<file path="config.mk">
export PLATFORM = sky130hd
export DESIGN_NAME = ct_lsu_cb_ctrl
export DESIGN_NICKNAME = d
export VERILOG_FILES = /design/src/rtl/ct_lsu_cb_ctrl_pkg.sv /design/src/rtl/ct_lsu_cb_entry.sv /design/src/rtl/ct_lsu_cb_ctrl.sv
export SDC_FILE = /design/constraint.sdc
export NUM_CORES = 1
export LEC_CHECK = 0
export BUFFER_PORTS_ARGS = -buffer_cell sky130_fd_sc_hd__buf_2
export CORE_MARGIN = 2
export CORE_UTILIZATION = 53
export DETAILED_ROUTE_END_ITERATION = 8
export GPL_ROUTABILITY_DRIVEN = 0
export PLACE_DENSITY = 0.78
export SLEW_MARGIN = 10
export SYNTH_ARGS = -nofsm -noshare
export SYNTH_HDL_FRONTEND = slang
export SYNTH_HIERARCHICAL = 1
export SYNTH_SLANG_ARGS = --single-unit
</file>
<file path="constraint.sdc">
create_clock -name forever_cpuclk -period 3.1 [get_ports forever_cpuclk]
set_input_delay 0.155 -clock forever_cpuclk [delete_from_list [all_inputs] [get_ports forever_cpuclk]]
set_output_delay 0.155 -clock forever_cpuclk [all_outputs]
set_load 0.02 [all_outputs]
</file>
<file path="src/rtl/ct_lsu_cb_ctrl_pkg.sv">
// Shared definitions for the LSU load cache buffer (CB) controller.
//   cb_st_e  : per-entry state encoding (IDLE / PEND / VALID)
//   CB_TAG_W : tag width, PA[39:4]
package ct_lsu_cb_ctrl_pkg;
  localparam int CB_TAG_W = 36;

  typedef enum logic [1:0] {
    CB_ST_IDLE  = 2'd0,
    CB_ST_PEND  = 2'd1,
    CB_ST_VALID = 2'd2
  } cb_st_e;
endpackage

</file>
<file path="src/rtl/ct_lsu_cb_entry.sv">
// One CB entry: state FSM, physical tag, lookup/allocation tag compares and
// the dcache-index compare used for invalidation.
//   clk/rst_n  : clock, async active-low reset
//   flush      : global flush, drops the entry to IDLE
//   alloc      : this entry is the allocation victim this cycle
//   alloc_tag  : tag captured on alloc; also compared for duplicate detection
//   fill       : DA fill data good (data_vld & !ecc_cancel)
//   gwen/dc_idx: dcache write and its index (PA[11:4])
//   lkup_tag   : DC-stage lookup tag
//   vld/pend   : entry is VALID / PEND
//   dc_hit     : VALID and lookup tag matches
//   tag_match  : non-IDLE and allocation tag matches
//   inv        : dcache write hits this entry's index
//   wen        : data array write enable for this entry
module ct_lsu_cb_entry
  import ct_lsu_cb_ctrl_pkg::*;
#(
  parameter int TAG_W = CB_TAG_W
) (
  input  logic             clk,
  input  logic             rst_n,
  input  logic             flush,
  input  logic             alloc,
  input  logic [TAG_W-1:0] alloc_tag,
  input  logic             fill,
  input  logic             gwen,
  input  logic [7:0]       dc_idx,
  input  logic [TAG_W-1:0] lkup_tag,
  output logic             vld,
  output logic             pend,
  output logic             dc_hit,
  output logic             tag_match,
  output logic             inv,
  output logic             wen
);

  cb_st_e           st_q, st_d;
  logic [TAG_W-1:0] tag_q, tag_d;

  assign vld       = (st_q == CB_ST_VALID);
  assign pend      = (st_q == CB_ST_PEND);
  assign inv       = gwen & (st_q != CB_ST_IDLE) & (tag_q[7:0] == dc_idx);
  assign wen       = pend & fill & ~flush & ~inv;
  assign dc_hit    = vld & (tag_q == lkup_tag);
  assign tag_match = (st_q != CB_ST_IDLE) & (tag_q == alloc_tag);

  // PEND always resolves in one cycle. A VALID entry being replaced takes the
  // new allocation even if its old index is invalidated in the same cycle.
  always_comb begin
    st_d  = st_q;
    tag_d = tag_q;
    if (alloc) tag_d = alloc_tag;
    if (flush) st_d = CB_ST_IDLE;
    else begin
      case (st_q)
        CB_ST_IDLE:  if (alloc) st_d = CB_ST_PEND;
        CB_ST_PEND:  st_d = wen ? CB_ST_VALID : CB_ST_IDLE;
        CB_ST_VALID: begin
          if (alloc)    st_d = CB_ST_PEND;
          else if (inv) st_d = CB_ST_IDLE;
        end
        default:     st_d = CB_ST_IDLE;
      endcase
    end
  end

  always_ff @(posedge clk or negedge rst_n) begin
    if (!rst_n) begin
      st_q  <= CB_ST_IDLE;
      tag_q <= '0;
    end else begin
      st_q  <= st_d;
      tag_q <= tag_d;
    end
  end

endmodule

</file>
<file path="src/rtl/ct_lsu_cb_ctrl.sv">
// LSU load cache buffer controller. Owns entry state/tags and the
// replacement pointer; the data array is external and steered by one-hot
// cb_data_wen / cb_ld_da_rd_sel.
//   forever_cpuclk/cpurst_b : clock, async active-low reset
//   cp0_*/icc_idle          : flush sources
//   ld_dc_cb_addr_*         : DC-stage allocation request and tag
//   ld_dc_addr1             : DC-stage lookup address
//   ld_da_cb_*              : DA-stage fill qualifiers
//   lsu_dcache_ld_xx_gwen, dcache_idx : dcache write for index invalidation
//   cb_ld_dc_addr_hit       : combinational DC lookup hit
//   cb_ld_da_data_vld/rd_sel: DA hit valid and registered read select
//   cb_data_wen             : data array write enables
//   cb_entry_vld / cb_idle  : per-entry VALID, no entry PEND
module ct_lsu_cb_ctrl
  import ct_lsu_cb_ctrl_pkg::*;
#(
  parameter int ENTRY_NUM = 2,
  parameter int TAG_W     = CB_TAG_W
) (
  input  logic                 forever_cpuclk,
  input  logic                 cpurst_b,
  input  logic                 cp0_lsu_dcache_en,
  input  logic                 cp0_lsu_cb_aclr_dis,
  input  logic                 cp0_lsu_no_op_req,
  input  logic                 icc_idle,
  input  logic                 ld_dc_cb_addr_create_vld,
  input  logic [TAG_W-1:0]     ld_dc_cb_addr_tto4,
  input  logic [TAG_W+3:0]     ld_dc_addr1,
  input  logic                 ld_da_cb_data_vld,
  input  logic                 ld_da_cb_ld_inst_vld,
  input  logic                 ld_da_cb_ecc_cancel,
  input  logic                 lsu_dcache_ld_xx_gwen,
  input  logic [8:0]           dcache_idx,
  output logic                 cb_ld_dc_addr_hit,
  output logic                 cb_ld_da_data_vld,
  output logic [ENTRY_NUM-1:0] cb_ld_da_rd_sel,
  output logic [ENTRY_NUM-1:0] cb_data_wen,
  output logic [ENTRY_NUM-1:0] cb_entry_vld,
  output logic                 cb_idle
);

  localparam int PTR_W = (ENTRY_NUM > 1) ? $clog2(ENTRY_NUM) : 1;

  logic                 flush, fill, alloc_vld, idle_found, rr_found;
  logic [ENTRY_NUM-1:0] ent_vld, ent_pend, dc_hit, tag_match, inv, alloc_vec;
  logic [ENTRY_NUM-1:0] rd_sel_q, rd_sel_d;
  logic [PTR_W-1:0]     rr_ptr_q, rr_ptr_d, vic_idx, rr_idx;
  logic [PTR_W:0]       rr_sum;

  // The fill qualifier is data_vld alone; inst_vld adds nothing beyond it.
  logic unused_ok;
  assign unused_ok = ^{ld_da_cb_ld_inst_vld, dcache_idx[8], ld_dc_addr1[3:0]};

  assign flush = ~cp0_lsu_dcache_en | cp0_lsu_cb_aclr_dis | cp0_lsu_no_op_req | ~icc_idle;
  assign fill  = ld_da_cb_data_vld & ~ld_da_cb_ecc_cancel;

  for (genvar i = 0; i < ENTRY_NUM; i++) begin : g_ent
    ct_lsu_cb_entry #(.TAG_W(TAG_W)) u_ent (
      .clk       (forever_cpuclk),
      .rst_n     (cpurst_b),
      .flush     (flush),
      .alloc     (alloc_vec[i]),
      .alloc_tag (ld_dc_cb_addr_tto4),
      .fill      (fill),
      .gwen      (lsu_dcache_ld_xx_gwen),
      .dc_idx    (dcache_idx[7:0]),
      .lkup_tag  (ld_dc_addr1[TAG_W+3:4]),
      .vld       (ent_vld[i]),
      .pend      (ent_pend[i]),
      .dc_hit    (dc_hit[i]),
      .tag_match (tag_match[i]),
      .inv       (inv[i]),
      .wen       (cb_data_wen[i])
    );
  end

  // Victim: lowest IDLE entry, else round-robin from rr_ptr skipping PEND
  // entries (a PEND entry is still resolving its fill this cycle).
  always_comb begin
    idle_found = 1'b0;
    rr_found   = 1'b0;
    vic_idx    = '0;
    rr_sum     = '0;
    rr_idx     = '0;
    for (int i = 0; i < ENTRY_NUM; i++) begin
      if (!idle_found && !ent_vld[i] && !ent_pend[i]) begin
        idle_found = 1'b1;
        vic_idx    = PTR_W'(i);
      end
    end
    if (!idle_found) begin
      for (int k = 0; k < ENTRY_NUM; k++) begin
        rr_sum = {1'b0, rr_ptr_q} + (PTR_W+1)'(k);
        if (rr_sum >= (PTR_W+1)'(ENTRY_NUM)) rr_sum = rr_sum - (PTR_W+1)'(ENTRY_NUM);
        rr_idx = rr_sum[PTR_W-1:0];
        if (!rr_found && !ent_pend[rr_idx]) begin
          rr_found = 1'b1;
          vic_idx  = rr_idx;
        end
      end
    end
  end

  // Duplicate tags never allocate, which keeps lookup hits one-hot.
  assign alloc_vld = ld_dc_cb_addr_create_vld & ~flush & ~(|tag_match) & (idle_found | rr_found);

  always_comb begin
    for (int i = 0; i < ENTRY_NUM; i++) alloc_vec[i] = alloc_vld & (vic_idx == PTR_W'(i));
  end

  always_comb begin
    rr_ptr_d = rr_ptr_q;
    if (alloc_vld && !idle_found)
      rr_ptr_d = (vic_idx == PTR_W'(ENTRY_NUM-1)) ? '0 : vic_idx + PTR_W'(1);
  end

  assign rd_sel_d = dc_hit;

  always_ff @(posedge forever_cpuclk or negedge cpurst_b) begin
    if (!cpurst_b) begin
      rr_ptr_q <= '0;
      rd_sel_q <= '0;
    end else begin
      rr_ptr_q <= rr_ptr_d;
      rd_sel_q <= rd_sel_d;
    end
  end

  assign cb_ld_dc_addr_hit = |dc_hit;
  assign cb_ld_da_rd_sel   = rd_sel_q;
  assign cb_ld_da_data_vld = ~flush & (|(rd_sel_q & ent_vld & ~inv));
  assign cb_entry_vld      = ent_vld;
  assign cb_idle           = ~(|ent_pend);

endmodule

</file>
==> tab_implementation.tex <==
\begin{tabular}{lr}
\hline
Metric & Value \\
\hline
\multicolumn{2}{l}{\textbf{Final layout}} \\
\quad Share of layout cells above drive strength 1 & 0.381 \\
\quad Final-stage net count & 613 \\
\quad Antenna fix cells & 0 \\
\quad Signed area change from the synthesized netlist to the final layout & 18.8\% \\
\quad Design Area, Final & 0.00572 mm\^{}2 \\
\quad End-of-flow core utilization & 0.652 \\
\multicolumn{2}{l}{\textbf{STA}} \\
\quad Setup TNS & 0 ns \\
\quad Final worst clock skew & 0.00842 ns \\
\quad Unrepaired setup endpoints after global routing & false \\
\quad Hold\_ws & -0.0459 ns \\
\quad Count of final setup violators & 0 \\
\quad Number of pins with negative max-slew slack in the final report & 0 \\
\quad Final-report hold violation count & 28 \\
\quad Remaining max-slew budget at the tightest pin & 0.319 \\
\quad Maximum achievable frequency & 350 MHz \\
\quad Pin slew with the least headroom to its limit & 1.02 ns \\
\quad Post-route fraction of the period consumed by the critical path & 0.923 \\
\quad Final period demand of the worst path & 2.86 ns \\
\multicolumn{2}{l}{\textbf{Clocking}} \\
\quad Maximum level of the CTS H-tree & 3 \\
\quad Hold bufs inserted after CTS & 0 \\
\quad Clk Tree Root Cell & sky130\_fd\_sc\_hd\_\_clkbuf\_8 \\
\quad CTS tree & done \\
\quad Clock input transition at the sequential cells of the worst setup and hold paths & 0.08 ns \\
\quad Clock tree buffer depth & 2 \\
\quad Clock latency at the later pin of the worst-skew pair & 0.35 ns \\
\quad CTS Sinks & 79 \\
\quad Cts bufs inserted & 9 \\
\multicolumn{2}{l}{\textbf{Route}} \\
\quad Number of detailed-route iterations in the first pass & 4 \\
\quad Average vias per placed instance & 5.59 \\
\quad DRC violation count after routing & 0 \\
\quad Average wire per cell in the routed design & 19.1 um \\
\quad Violation count after the first detailed-route iteration & 122 \\
\quad Wirelength, routed & 12.0 mm \\
\quad Vias post-DR & 3520 \\
\quad DRT antenna net count & 0 \\
\multicolumn{2}{l}{\textbf{Placed design}} \\
\quad Instance area after placement & 0.00547 mm\^{}2 \\
\quad Port Buffers & 98 \\
\quad Post-detail-place hpwl & 9.10 mm \\
\multicolumn{2}{l}{\textbf{Power}} \\
\quad Overall power & 2790 uW \\
\quad Total power per unit cell area & 488 mW/mm\^{}2 \\
\quad Leakage power total & 0.00278 uW \\
\quad IR Drop Worst-Case VDD & 264 uV \\
\multicolumn{2}{l}{\textbf{Die}} \\
\quad Number of cell rows & 34 \\
\quad Starting density of the core & 0.549 \\
\quad Die width & 99.3 um \\
\quad Area of the die & 0.00986 mm\^{}2 \\
\quad Core area & 0.00876 mm\^{}2 \\
\quad Chip height & 99.3 um \\
\quad Number of top-level pins & 105 \\
\multicolumn{2}{l}{\textbf{Critical path}} \\
\quad Worst-path fanout max & 26 \\
\quad Worst reg2reg path startpoint & g\_ent[0].u\_ent/tag\_q[6]\$\_DFFE\_PN0P\_ \\
\quad Worst Setup End Kind & flip-flop \\
\quad WP data arrival & 3.09 ns \\
\quad Kind of critical path & reg -> reg \\
\quad Required time of the critical path & 3.33 ns \\
\quad Critical path origin & g\_ent[0].u\_ent/tag\_q[6]\$\_DFFE\_PN0P\_ \\
\quad Launching element type of the critical path & flip-flop \\
\multicolumn{2}{l}{\textbf{Global routing}} \\
\quad Initial antenna violation count & 0 \\
\quad Total overflow reported by the global router & 0 \\
\quad Pin count of the biggest net entering global routing & 80 \\
\quad Vias in the first global route & 3690 \\
\quad GRT Util Overall & 0.253 \\
\quad Global-route wire length before repair & 19.1 mm \\
\multicolumn{2}{l}{\textbf{Run status}} \\
\quad Violations in the final reports & hold timing \\
\quad Result of the run & complete, but fails checks \\
\multicolumn{2}{l}{\textbf{Synth}} \\
\quad Cell area after synthesis & 0.00481 mm\^{}2 \\
\quad Register area share after synthesis & 0.411 \\
\quad Total of warnings raised by yosys & 6 \\
\quad Seq cells post-synth & 79 \\
\quad Synth Area in Simple Gates & 0.107 \\
\quad Synthesized area divided by synthesized cell count & 11.7 um\^{}2 \\
\quad Fraction of synthesized area in multiplexers & 0.171 \\
\quad Synth Area in Adders & 0 \\
\quad Number of distinct library cells after synthesis & 25 \\
\quad Dominant combinational cell family by area after synthesis & XOR/XNOR gates \\
\quad Share of Yosys cell area claimed by the top area cell type & 0.411 \\
\quad Syn Nets & 508 \\
\quad Xor/xnor cell area share of the yosys netlist & 0.291 \\
\quad Top cells by area, synth & sky130\_fd\_sc\_hd\_\_dfrtp\_1 (41\%), sky130\_fd\_sc\_hd\_\_xor2\_1 (24\%), sky130\_fd\_sc\_hd\_\_mux2\_2 (17\%) \\
\quad Synthesized-area fraction occupied by ao, oa, aoi and oai cells & 0.0114 \\
\quad Number of instances in the synthesized netlist & 412 \\
\quad Cell taking the most area after synthesis & sky130\_fd\_sc\_hd\_\_dfrtp\_1 \\
\multicolumn{2}{l}{\textbf{Hold path}} \\
\quad Tightest Hold Check Type & in -> async \\
\multicolumn{2}{l}{\textbf{Run}} \\
\quad Number of max-cap violations & 0 \\
\hline
\end{tabular}
-- critical path, stage by stage (launching register included) --
cell and delay [ns]:
sky130_fd_sc_hd__dfrtp_1 0.48, sky130_fd_sc_hd__xor2_1 0.20, sky130_fd_sc_hd__nor4_1 0.45, sky130_fd_sc_hd__nand4_1 0.24, sky130_fd_sc_hd__nor4_2 0.61, sky130_fd_sc_hd__nor3_4 0.23
sky130_fd_sc_hd__buf_12 0.24, sky130_fd_sc_hd__mux2_2 0.29
-- metal layers --
metal  GRT usage  vias up  routed length, um
met2       0.412      125               5900
met5           0        -                  0
met3      0.0618       22                851
li1            -     1654                  -
met4      0.0938        0                265
met1       0.328     1719               5010
-- kinds of logic (layout without fill, tap and decap cells) --
logic type	Yosys count	after routing
DFF	79	79
AOI/OAI and AO/OA	9	9
and+or+nand+nor	82	82
xor gates and xnor gates	160	160
buffers and inverters	9	119
muxes	73	73
-- cell usage in the layout, fill, tap and decap left out, types with 4 or more instances in the layout --
master	count
sky130_fd_sc_hd__nor3_1	8
sky130_fd_sc_hd__nand4_1	12
sky130_fd_sc_hd__o21ai_0	4
sky130_fd_sc_hd__nand2_1	5
sky130_fd_sc_hd__xor2_1	134
sky130_fd_sc_hd__dfrtp_1	79
sky130_fd_sc_hd__nor2b_1	5
sky130_fd_sc_hd__nand3_1	4
sky130_fd_sc_hd__xnor2_1	26
sky130_fd_sc_hd__buf_2	97
sky130_fd_sc_hd__mux2_2	73
sky130_fd_sc_hd__clkbuf_8	10
sky130_fd_sc_hd__nor4_1	32
-- sequential cells by signal (all words and copies together) (netlist names) --
signal / count
g_ent.u_ent/st_q: 4
cb_ld_da_rd_sel: 2
rr_ptr_q: 1
g_ent.u_ent/tag_q: 72
-- area by class of cell --
class                   count  area (um^2)
inverters                   1         3.75
multi-input cells         324         2810
clock inverters             6          108
well taps                 108          135
fillers                   708         3050
repair buffers            102          548
flip-flops and latches     79         1980
clock buffers              10          138
-- what timing repair did --
item,CTS,global route
setup buffers,0,0
endpoints found under the setup margin,0,1
gates resized for setup,0,1
-- cell usage after synthesis --
master	count
sky130_fd_sc_hd__nand2b_1	3
sky130_fd_sc_hd__and4bb_1	1
sky130_fd_sc_hd__o22ai_1	1
sky130_fd_sc_hd__buf_2	8
sky130_fd_sc_hd__o22a_1	1
sky130_fd_sc_hd__nand3_1	4
sky130_fd_sc_hd__or2_2	2
sky130_fd_sc_hd__nand2_1	5
sky130_fd_sc_hd__xor2_1	134
sky130_fd_sc_hd__a211oi_1	2
sky130_fd_sc_hd__a21oi_1	1
sky130_fd_sc_hd__dfrtp_1	79
sky130_fd_sc_hd__xnor2_1	26
sky130_fd_sc_hd__nor3b_1	3
sky130_fd_sc_hd__nor3_1	9
sky130_fd_sc_hd__inv_1	1
sky130_fd_sc_hd__nor2b_1	5
sky130_fd_sc_hd__nand4b_2	1
sky130_fd_sc_hd__nor3_2	1
sky130_fd_sc_hd__nand4_1	12
sky130_fd_sc_hd__nor2_1	2
sky130_fd_sc_hd__nor4_1	32
sky130_fd_sc_hd__nor4_2	2
sky130_fd_sc_hd__o21ai_0	4
sky130_fd_sc_hd__mux2_2	73
-- report_power, final --
group | switching (uW) | internal, uW
Clock | 389 | 554
Sequential | 141 | 1140
Combinational | 277 | 291
-- through the flow --
step                      setup WS [ns]  instances
final                             0.240        630
after global routing              0.138        630
after CTS                         0.174        630
after detailed placement          0.198        614
after global placement            0.262        614
after floorplan                   0.725        412
-- worst paths after layout --
check                                                         end  slack, ns  cells past startpoint
min in group forever_cpuclk  g_ent[1].u_ent/tag_q[31]$_DFFE_PN0P_       0.10                      2
hold / removal               g_ent[1].u_ent/tag_q[24]$_DFFE_PN0P_      -0.05                      1
setup reg to reg             g_ent[1].u_ent/tag_q[12]$_DFFE_PN0P_       0.24                      7
setup / recovery             g_ent[1].u_ent/tag_q[12]$_DFFE_PN0P_       0.24                      7
hold reg to reg                g_ent[1].u_ent/st_q[0]$_DFFE_PN0P_       0.51                      1
max in group asynchronous     g_ent[1].u_ent/tag_q[3]$_DFFE_PN0P_       2.46                      1
No activity file was read; power rests on OpenSTA's default activity.
